[src/rtl/program_loader_if.sv]
// Host byte stream handshake plus the SAP-1 programming bus, grouped as one bundle.
// master = loader side, slave = host/SAP-1 side.
interface program_loader_if;
   logic [7:0] in_data;
   logic       in_valid;
   logic       in_ready;
   logic [3:0] programmer_address;
   logic [7:0] programmer_data;
   logic       read_or_write;

   modport master (
      input  in_data, in_valid,
      output in_ready, programmer_address, programmer_data, read_or_write
   );

   modport slave (
      output in_data, in_valid,
      input  in_ready, programmer_address, programmer_data, read_or_write
   );
endinterface

[src/rtl/program_loader.sv]
// Loads 16 host bytes into SAP-1 RAM (inverted data), clears the SAP-1, then supervises its run.
// Optional checksum byte after the program is compiled in with PROGRAM_LOADER_CHECKSUM_EN.
module program_loader #(
   parameter int CLR_CYCLES  = 2,
   parameter int RUN_TIMEOUT = 255
) (
   input  logic                   CLK,
   input  logic                   CLR_bar,
   input  logic                   start,
   input  logic                   HLT_bar,
   program_loader_if.master       bus,
   output logic                   run_or_prog,
   output logic                   sap_clr,
   output logic                   busy,
   output logic                   done,
   output logic                   error
);

   typedef enum logic [2:0] {
      S_IDLE  = 3'd0,
      S_LOAD  = 3'd1,
      S_WRITE = 3'd2,
      S_CLEAR = 3'd3,
      S_RUN   = 3'd4,
      S_DONE  = 3'd5,
      S_FAIL  = 3'd6
`ifdef PROGRAM_LOADER_CHECKSUM_EN
      ,
      S_CHECK = 3'd7
`endif
   } state_t;

   state_t     r_state;
   state_t     w_next_state;
   logic [3:0] r_addr;
   logic [7:0] r_byte;
   logic [1:0] r_wr_phase;
   logic [3:0] r_clr_cnt;
   logic [7:0] r_run_cnt;
   logic       r_run_mode;
   logic       w_xfer;
   logic       w_start_ok;

`ifdef PROGRAM_LOADER_CHECKSUM_EN
   logic [7:0] r_sum;
   logic [7:0] w_sum_final;
   assign w_sum_final = r_sum + bus.in_data;
`endif

   assign w_xfer     = bus.in_valid & bus.in_ready;
   assign w_start_ok = start & ((r_state == S_IDLE) | (r_state == S_DONE) | (r_state == S_FAIL));

   always_ff @(posedge CLK or negedge CLR_bar) begin
      if (!CLR_bar) r_state <= S_IDLE;
      else          r_state <= w_next_state;
   end

   // WRITE runs three phases: setup, strobe, hold, so the bus is stable around the strobe.
   always_comb begin
      w_next_state = r_state;
      case (r_state)
         S_IDLE, S_DONE, S_FAIL: if (start) w_next_state = S_LOAD;
         S_LOAD:  if (w_xfer) w_next_state = S_WRITE;
         S_WRITE: begin
            if (r_wr_phase == 2'd2) begin
               if (r_addr != 4'd15) w_next_state = S_LOAD;
`ifdef PROGRAM_LOADER_CHECKSUM_EN
               else                 w_next_state = S_CHECK;
`else
               else                 w_next_state = S_CLEAR;
`endif
            end
         end
`ifdef PROGRAM_LOADER_CHECKSUM_EN
         S_CHECK: if (w_xfer) w_next_state = (w_sum_final == 8'h00) ? S_CLEAR : S_FAIL;
`endif
         S_CLEAR: if (r_clr_cnt == 4'(CLR_CYCLES - 1)) w_next_state = S_RUN;
         S_RUN: begin
            if (!HLT_bar)                               w_next_state = S_DONE;
            else if (r_run_cnt == 8'(RUN_TIMEOUT - 1))  w_next_state = S_FAIL;
         end
         default: w_next_state = S_IDLE;
      endcase
   end

   always_comb begin
      bus.in_ready      = (r_state == S_LOAD);
`ifdef PROGRAM_LOADER_CHECKSUM_EN
      if (r_state == S_CHECK) bus.in_ready = 1'b1;
`endif
      bus.read_or_write = !((r_state == S_WRITE) && (r_wr_phase == 2'd1));
      sap_clr           = (r_state == S_CLEAR);
      busy              = !((r_state == S_IDLE) || (r_state == S_DONE) || (r_state == S_FAIL));
      done              = (r_state == S_DONE);
      error             = (r_state == S_FAIL);
      run_or_prog       = r_run_mode;
   end

   assign bus.programmer_address = r_addr;
   assign bus.programmer_data    = ~r_byte;

   always_ff @(posedge CLK or negedge CLR_bar) begin
      if (!CLR_bar) begin
         r_addr     <= '0;
         r_byte     <= '0;
         r_wr_phase <= '0;
         r_clr_cnt  <= '0;
         r_run_cnt  <= '0;
         r_run_mode <= 1'b0;
`ifdef PROGRAM_LOADER_CHECKSUM_EN
         r_sum      <= '0;
`endif
      end else begin
         if (w_start_ok) begin
            r_addr     <= '0;
            r_run_mode <= 1'b0;
`ifdef PROGRAM_LOADER_CHECKSUM_EN
            r_sum      <= '0;
`endif
         end
         if ((r_state == S_LOAD) && w_xfer) begin
            r_byte <= bus.in_data;
`ifdef PROGRAM_LOADER_CHECKSUM_EN
            r_sum  <= r_sum + bus.in_data;
`endif
         end
         if (r_state == S_WRITE) begin
            r_wr_phase <= (r_wr_phase == 2'd2) ? 2'd0 : r_wr_phase + 2'd1;
            if (r_wr_phase == 2'd2) r_addr <= r_addr + 4'd1;
         end
         if (r_state == S_CLEAR)
            r_clr_cnt <= (w_next_state == S_CLEAR) ? r_clr_cnt + 4'd1 : 4'd0;
         if (r_state == S_RUN)
            r_run_cnt <= (w_next_state == S_RUN) ? r_run_cnt + 8'd1 : 8'd0;
         // Run mode is latched on entry to CLEAR so a checksum failure leaves it in program mode.
         if ((w_next_state == S_CLEAR) && (r_state != S_CLEAR))
            r_run_mode <= 1'b1;
      end
   end

endmodule

[src/flat_wrapper.sv]
// flat-port wrapper written by rule: the top's interface ports become plain ports
module program_loader_flat 
#(
   parameter int CLR_CYCLES  = 2,
   parameter int RUN_TIMEOUT = 255
)
  (CLK, CLR_bar, start, HLT_bar, run_or_prog, sap_clr, busy, done, error, bus_in_data, bus_in_valid, bus_in_ready, bus_programmer_address, bus_programmer_data, bus_read_or_write);
  program_loader_if bus_i ();
  input  logic CLK;
  input  logic CLR_bar;
  input  logic start;
  input  logic HLT_bar;
  output logic run_or_prog;
  output logic sap_clr;
  output logic busy;
  output logic done;
  output logic error;
  input wire logic [$bits(bus_i.in_data)-1:0] bus_in_data;
  input wire logic [$bits(bus_i.in_valid)-1:0] bus_in_valid;
  output wire logic [$bits(bus_i.in_ready)-1:0] bus_in_ready;
  output wire logic [$bits(bus_i.programmer_address)-1:0] bus_programmer_address;
  output wire logic [$bits(bus_i.programmer_data)-1:0] bus_programmer_data;
  output wire logic [$bits(bus_i.read_or_write)-1:0] bus_read_or_write;
  assign bus_i.in_data = bus_in_data;
  assign bus_i.in_valid = bus_in_valid;
  assign bus_in_ready = bus_i.in_ready;
  assign bus_programmer_address = bus_i.programmer_address;
  assign bus_programmer_data = bus_i.programmer_data;
  assign bus_read_or_write = bus_i.read_or_write;
  program_loader #(.CLR_CYCLES(CLR_CYCLES), .RUN_TIMEOUT(RUN_TIMEOUT)) u_core (.CLK(CLK), .CLR_bar(CLR_bar), .start(start), .HLT_bar(HLT_bar), .bus(bus_i), .run_or_prog(run_or_prog), .sap_clr(sap_clr), .busy(busy), .done(done), .error(error));
endmodule
[config.mk]
export PLATFORM = sky130hd
export DESIGN_NAME = program_loader_flat
export DESIGN_NICKNAME = d
export VERILOG_FILES = /design/src/rtl/program_loader_if.sv /design/src/rtl/program_loader.sv /design/src/flat_wrapper.sv
export SDC_FILE = /design/constraint.sdc
export NUM_CORES = 1
export LEC_CHECK = 0
export BUFFER_PORTS_ARGS = -buffer_cell sky130_fd_sc_hd__buf_2
export CORE_UTILIZATION = 54
export CTS_CLUSTER_DIAMETER = 50
export DETAILED_ROUTE_END_ITERATION = 8
export MAX_ROUTING_LAYER = met4
export PLACE_DENSITY = 0.78
export SLEW_MARGIN = 20
export SYNTH_ARGS = -nofsm -noshare
export SYNTH_HDL_FRONTEND = slang
export SYNTH_SLANG_ARGS = --single-unit
[constraint.sdc]
create_clock -name CLK -period 2.6 [get_ports CLK]
set_clock_uncertainty 0.15 [all_clocks]
set_input_delay 0.26 -clock CLK [delete_from_list [all_inputs] [get_ports CLK]]
set_output_delay 0.26 -clock CLK [all_outputs]
set_load 0.1 [all_outputs]
==> summary.md, run 1 <==
| Metric | Value |
|---|---|
| Hold depth | 3 |
| GP Congestion | 0.883 |
| Worst Setup End Kind | output pin |
| Top_reg_cell synth | dfrtp_1 |
| I/O Buffers | 31 |
| Nets | 221 |
| DR pass1 iterations | 6 |
| Detailed placer's ending HPWL | 2360 um |
| Adder-cell share of the synthesized area | 4.38% |
| Unrepaired setup endpoints after global routing | no |
| Ranking of synthesized cells by area | dfrtp_1 (45%), nand2_1 (5.4%), ha_1 (3.8%) |
| CTS max path bufs | 2 |
| First-pass GRT wire length | 5690 um |
| Crit-path max FO | 15 |
| Core area | 2830 um^2 |
| GRT Total Usage | 24.2% |
| Yosys Warn Count | 0 |
| MaxCap Viol Count | 0 |
| Cells after Synth | 163 |
| Top-area cell type share of the netlist area | 45.3% |
| Mapped Nets | 181 |
| EDFF count, synth | 0 |
| Initial antenna violation count | 0 |
| DRC | 3 |
| Mapped Area | 1660 um^2 |
| Layout cells sized above 1 | 28.6% |
| CP Launch Type | flop |
| Synth cell count leaders | dfrtp_1 (30), nand2_1 (24), inv_1 (15) |
| Final worst path period share | 91.3% |
| Clock sinks | 30 |
| Post-route ant nets | 0 |
| Async set-reset flop share out of synthesis | 100% |
| Max Freq | 421 MHz |
| Cts repair resizes | 0 |
| R2R depth | 7 |
| Vias | 1,319 |
| Filler cell count | 234 |
| Post-CTS Repair Setup Buffers | 0 |
| Setup Viol. Count Final | 0 |
| Starting Density | 58.6% |
| WL final | 3350 um |
| Hold slack | 42.5 ps |
| Num CTS Buffers | 5 |
| Crit path arrival time | 1960 ps |
| Avg Inst Size Synth | 10.2 um^2 |
| Vias per cell | 5.64 |
| Die height | 57.4 um |
| IO Pins | 32 |
| Number of global-route vias before repair | 1,292 |
| Register bit count reported by yosys | 30 |
| Max-slew headroom | 55.4% |
| Clk pin slew, worst setup/hold paths | 90 ps |
| Status | complete, but fails checks |
| TNS Setup | 0 ps |
| Total grt overflow | 0 |
| Multiplexer area fraction after synthesis | 1.96% |
| Clk_lat worst skew | 330 ps |
| FP Rows | 19 |
| Dominant cell by count in the synthesized netlist | dfrtp_1 |
| Critical Path RT | 2190 ps |
| H-tree depth | 2 |
| Root buf cell | clkbuf_4 |
| Post-CTS Hold Buffers | 8 |
| Die Span X | 57.4 um |
| Largest net degree at the start of global routing | 31 |
| Largest family of logic cells by synthesized area | simple AND/OR/NAND/NOR gates |
| Period minus WS final | 2370 ps |
| Failing checks | DRC |
| Worst-margin pin slew | 669 ps |
| Post-Synth Simple-Gate Area | 22.6% |
| # diodes | 0 |
| WL per Instance | 14.3 um |
| Die area | 3300 um^2 |
| Area Overhead vs Synth | 17.2% |
| TritonCTS clock tree | yes |
| Compound-Gate Fraction of Synth Area | 14.8% |
| Cell taking the most area after synthesis | dfrtp_1 |
| Sequential fraction of the synthesis area | 45.3% |
| Hold Crit Class | input port to flop |
| Final Hold Viols | 0 |
| Max-slew violation count | 0 |
| Synth Area in XOR/XNOR | 4.75% |
| Distinct cells, synth | 45 |
| Crit path kind | flop to output pin |
| Starting DRT DRC Count | 57 |
metal layers:
metal | GRT usage, % | vias up | share of wire (%) | wire length (um)
met2 | 38.5 | 36 | 48 | 1610
met5 | - | - | 0 | 0
met1 | 28.2 | 629 | 44 | 1480
met3 | 7.03 | 11 | 4.8 | 162
met4 | 10.8 | 0 | 3.0 | 99
li1 | - | 643 | - | -
cell type report:
class | count | area [um^2] | area share [%]
Tap cell | 31 | 38.8 | 2.00
Inverter | 18 | 68.8 | 3.54
Timing Repair Buffer | 39 | 235 | 12.1
Sequential cell | 30 | 751 | 38.6
Clock buffer | 7 | 45.0 | 2.32
Multi-Input combinational cell | 109 | 805 | 41.4
placed cells by master, fill, tap and decap left out, types with 2 or more instances in the layout:
cell	instances
inv_2	2
clkbuf_1	2
clkbuf_4	5
inv_1	15
a32o_1	2
buf_2	31
xnor2_1	4
or3b_1	2
xor2_1	5
or3b_4	2
nand2_1	24
o21ai_0	12
nor2_1	7
dlygate4sd3_1	8
nor4_1	2
mux2_2	2
nand3_1	2
nand4_1	8
dfrtp_1	30
ha_1	5
nor3b_4	2
a21oi_1	7
worst max-delay path, cell delays in order, from the launching register on:
cell      delay [ps]
dfrtp_1          650
and3b_4          300
o21bai_1         170
inv_1             90
buf_2            430
sequential cells by signal, indices dropped and copies added (netlist names):
signal,cells
u_core.r_byte,8
u_core.r_run_cnt,8
u_core.bus.programmer_address,4
u_core.r_clr_cnt,4
u_core.r_state,3
u_core.r_wr_phase,2
u_core.run_or_prog,1
kinds of logic after synthesis:
kind of cell,Yosys count
AOI/OAI and AO/OA,31
xor gates and xnor gates,9
adders and majority gates,6
buffers and inverters,24
DFF,30
muxes,3
and+or+nand+nor,60
through the flow:
stage	utilization (%)	area, um^2	instances	setup WS [ps]
final	68.7	1940	234	226
after global routing	68.7	1940	234	106
after CTS	68.7	1940	234	232
after detailed placement	64.3	1820	219	452
after global placement	64.3	1820	219	504
after floorplan	-	1660	163	99.0
final timing paths:
path                                      from                               end  slack, ps
setup / recovery             u_core.r_state[0]                              busy        230
hold / removal                  bus_in_data[2]                  u_core.r_byte[2]         40
setup reg to reg           u_core.r_clr_cnt[1]               u_core.r_run_cnt[2]        430
hold reg to reg            u_core.r_clr_cnt[3]               u_core.r_clr_cnt[3]        330
max in group asynchronous              CLR_bar                  u_core.r_byte[6]       1520
min in group asynchronous              CLR_bar  u_core.bus.programmer_address[3]        340
Power of run 1 is left out: the tool's default activity adds up to more than one toggle a clock period on the data nets, which glitch-free logic cannot reach.
==> run 2: changes to the inputs <==
- CORE_UTILIZATION: 54 -> 30
- PLACE_DENSITY: 0.78 -> not set
==> run 2 against run 1 <==
Against the previous run: the flow now finishes without violations; fmax increased by 3.2%; largest cell class unchanged; hold slack got worse by 10 ps; die area increased by 77%.
==> summary.md, run 2 (synthesis gave the netlist of run 1 again) <==
| Metric | Value |
|---|---|
| Status | finished clean (was complete, but fails checks) |
| WL per Instance | 11.6 um (was 14.3 um) |
| Max-slew headroom | 55.5% (was 55.4%) |
| Beginning of the worst register-to-register path | u_core.r_state[1] (was u_core.r_clr_cnt[1]) |
| Root buf cell | clkbuf_8 (was clkbuf_4) |
| Post-route ant nets | 0 (unchanged) |
| Period minus WS final | 2300 ps (was 2370 ps) |
| MaxCap Viol Count | 0 (unchanged) |
| Max-slew violation count | 0 (unchanged) |
| Die area | 5830 um^2 (was 3300 um^2) |
| IO Pins | 32 (unchanged) |
| Max Freq | 435 MHz (was 421 MHz) |
| Crit-path leading delay family | flip-flops (unchanged) |
| Clock sinks | 30 (unchanged) |
| Most common cell after layout, fill and taps aside | buf_2 (unchanged) |
| # diodes | 0 (unchanged) |
| FP Rows | 26 (was 19) |
| Total grt overflow | 0 (unchanged) |
| Crit-path max FO | 15 (unchanged) |
| R2R Setup Slk | 430 ps (about the same) |
| Unrepaired setup endpoints after global routing | no (unchanged) |
| Num CTS Buffers | 5 (unchanged) |
| Core area | 5200 um^2 (was 2830 um^2) |
| Die Span X | 76.3 um (was 57.4 um) |
| Clk_lat worst skew | 280 ps (was 330 ps) |
| Starting Density | 31.9% (was 58.6%) |
| Critical Path RT | 2190 ps (about the same) |
| DRC | 0 (was 3) |
| First-pass GRT wire length | 5810 um (was 5690 um) |
| Nets | 214 (was 221) |
| Initial antenna violation count | 0 (unchanged) |
| R2R depth | 5 (was 7) |
| Vias per cell | 4.63 (was 5.64) |
| Cts repair resizes | 0 (unchanged) |
| H-tree depth | 2 (unchanged) |
| Starting DRT DRC Count | 89 (was 57) |
| Worst Setup End Kind | output pin (unchanged) |
| Worst stage delay on the critical path | 640 ps (was 650 ps) |
| Number of global-route vias before repair | 1,259 (was 1,292) |
| Worst Hold Path EP | u_core.r_byte[7] (was u_core.r_byte[2]) |
| Worst-margin pin slew | 668 ps (was 669 ps) |
| Die height | 76.3 um (was 57.4 um) |
| Critical-path top delay cell | dfrtp_1 (unchanged) |
| WL final | 3100 um (was 3350 um) |
| Post-CTS Repair Setup Buffers | 0 (unchanged) |
| Layout cells sized above 1 | 30.5% (was 28.6%) |
| Hold Crit Class | input port to flop (unchanged) |
| Top Registers | u_core.r_byte (8), u_core.r_run_cnt (8) (unchanged) |
| TNS Setup | 0 ps (unchanged) |
| Post-CTS Hold Buffers | 1 (was 8) |
| I/O Buffers | 31 (unchanged) |
| Buf/Inv on CP | 2 (unchanged) |
| Largest net degree at the start of global routing | 31 (unchanged) |
| Detailed placer's ending HPWL | 2280 um (was 2360 um) |
| DR pass1 iterations | 4 (was 6) |
| GP Congestion | 0.782 (was 0.883) |
| Area Overhead vs Synth | 18.7% (was 17.2%) |
| TritonCTS clock tree | yes (unchanged) |
| Crit path arrival time | 1890 ps (was 1960 ps) |
| Setup Viol. Count Final | 0 (unchanged) |
| Critical path cell sequence | and3b_4 -> o21bai_1 -> inv_1 -> buf_2 (unchanged) |
| CTS max path bufs | 2 (unchanged) |
| Hold wc startpoint | bus_in_data[7] (was bus_in_data[2]) |
| Vias | 1,235 (was 1,319) |
| Hold depth | 3 (unchanged) |
| Commonest cells after routing, fill and taps aside | buf_2 (31), dfrtp_1 (30), nand2_1 (24), inv_1 (15), o21ai_0 (12) (unchanged) |
| GRT Total Usage | 13.0% (was 24.2%) |
| Final Hold Viols | 0 (unchanged) |
| Final worst path period share | 88.5% (was 91.3%) |
| Clk pin slew, worst setup/hold paths | 60 ps (was 90 ps) |
| Crit path kind | flop to output pin (unchanged) |
| Worst reg2reg endpoint | u_core.r_run_cnt[7] (was u_core.r_run_cnt[2]) |
| CP Launch Type | flop (unchanged) |
run 2: changes by cell type in the layout (fill, tap and decap cells not counted):
cell and delta:
clkbuf_4 -5, clkbuf_8 +6, clkbuf_1 -1, clkinv_2 +1, dlygate4sd3_1 -7
run 2: how the worst max path moves through the flow:
| stage | start | to | slack, ps | cells after the start |
|---|---|---|---|---|
| after floorplan | u_core.r_state[1] | bus_in_ready | 100 | 3 |
| after global placement | u_core.r_state[2] | u_core.r_run_cnt[6] | 440 | 5 |
| after detailed placement | u_core.r_state[2] | u_core.r_run_cnt[7] | 430 | 5 |
| after CTS | u_core.r_state[0] | busy | 280 | 4 |
| after global routing | u_core.r_state[0] | busy | 180 | 4 |
| final | u_core.r_state[0] | busy | 300 | 4 |
run 2: stage by stage:
stage / instances / instance area, um^2 / setup slack (ps) / hold slack [ps] / util [%]
floorplan: 163 / 1660 / 99.0 / -186 / -
global placement: 258 / 1870 / 444 / 191 / 35.9
detailed placement: 258 / 1870 / 432 / 200 / 35.9
CTS: 267 / 1970 / 284 / 24.8 / 37.8
global route: 267 / 1970 / 182 / 42.3 / 37.8
finish: 267 / 1970 / 300 / 32.1 / 37.8
run 2: worst min-delay path, cell delays in order:
cell and delay (ps):
buf_2 70, nand2_1 30, o21ai_0 50
run 2: routing by layer:
| metal | track usage [%] | share of wire, % |
|---|---|---|
| met1 | 16.2 | 49 |
| met2 | 19.3 | 44 |
| met3 | 3.47 | 5.1 |
| met4 | 6.92 | 2.1 |
| met5 | - | 0 |
run 2: layout make-up:
type,instances,area (um^2)
timing repair buffer,32,165
multi-input combinational,109,805
fill,537,3240
tap,70,87.6
clock buffer,7,86.3
inverter,18,68.8
sequential,30,751
clock inverter,1,5.00
Power of run 2 is left out for the same reason.
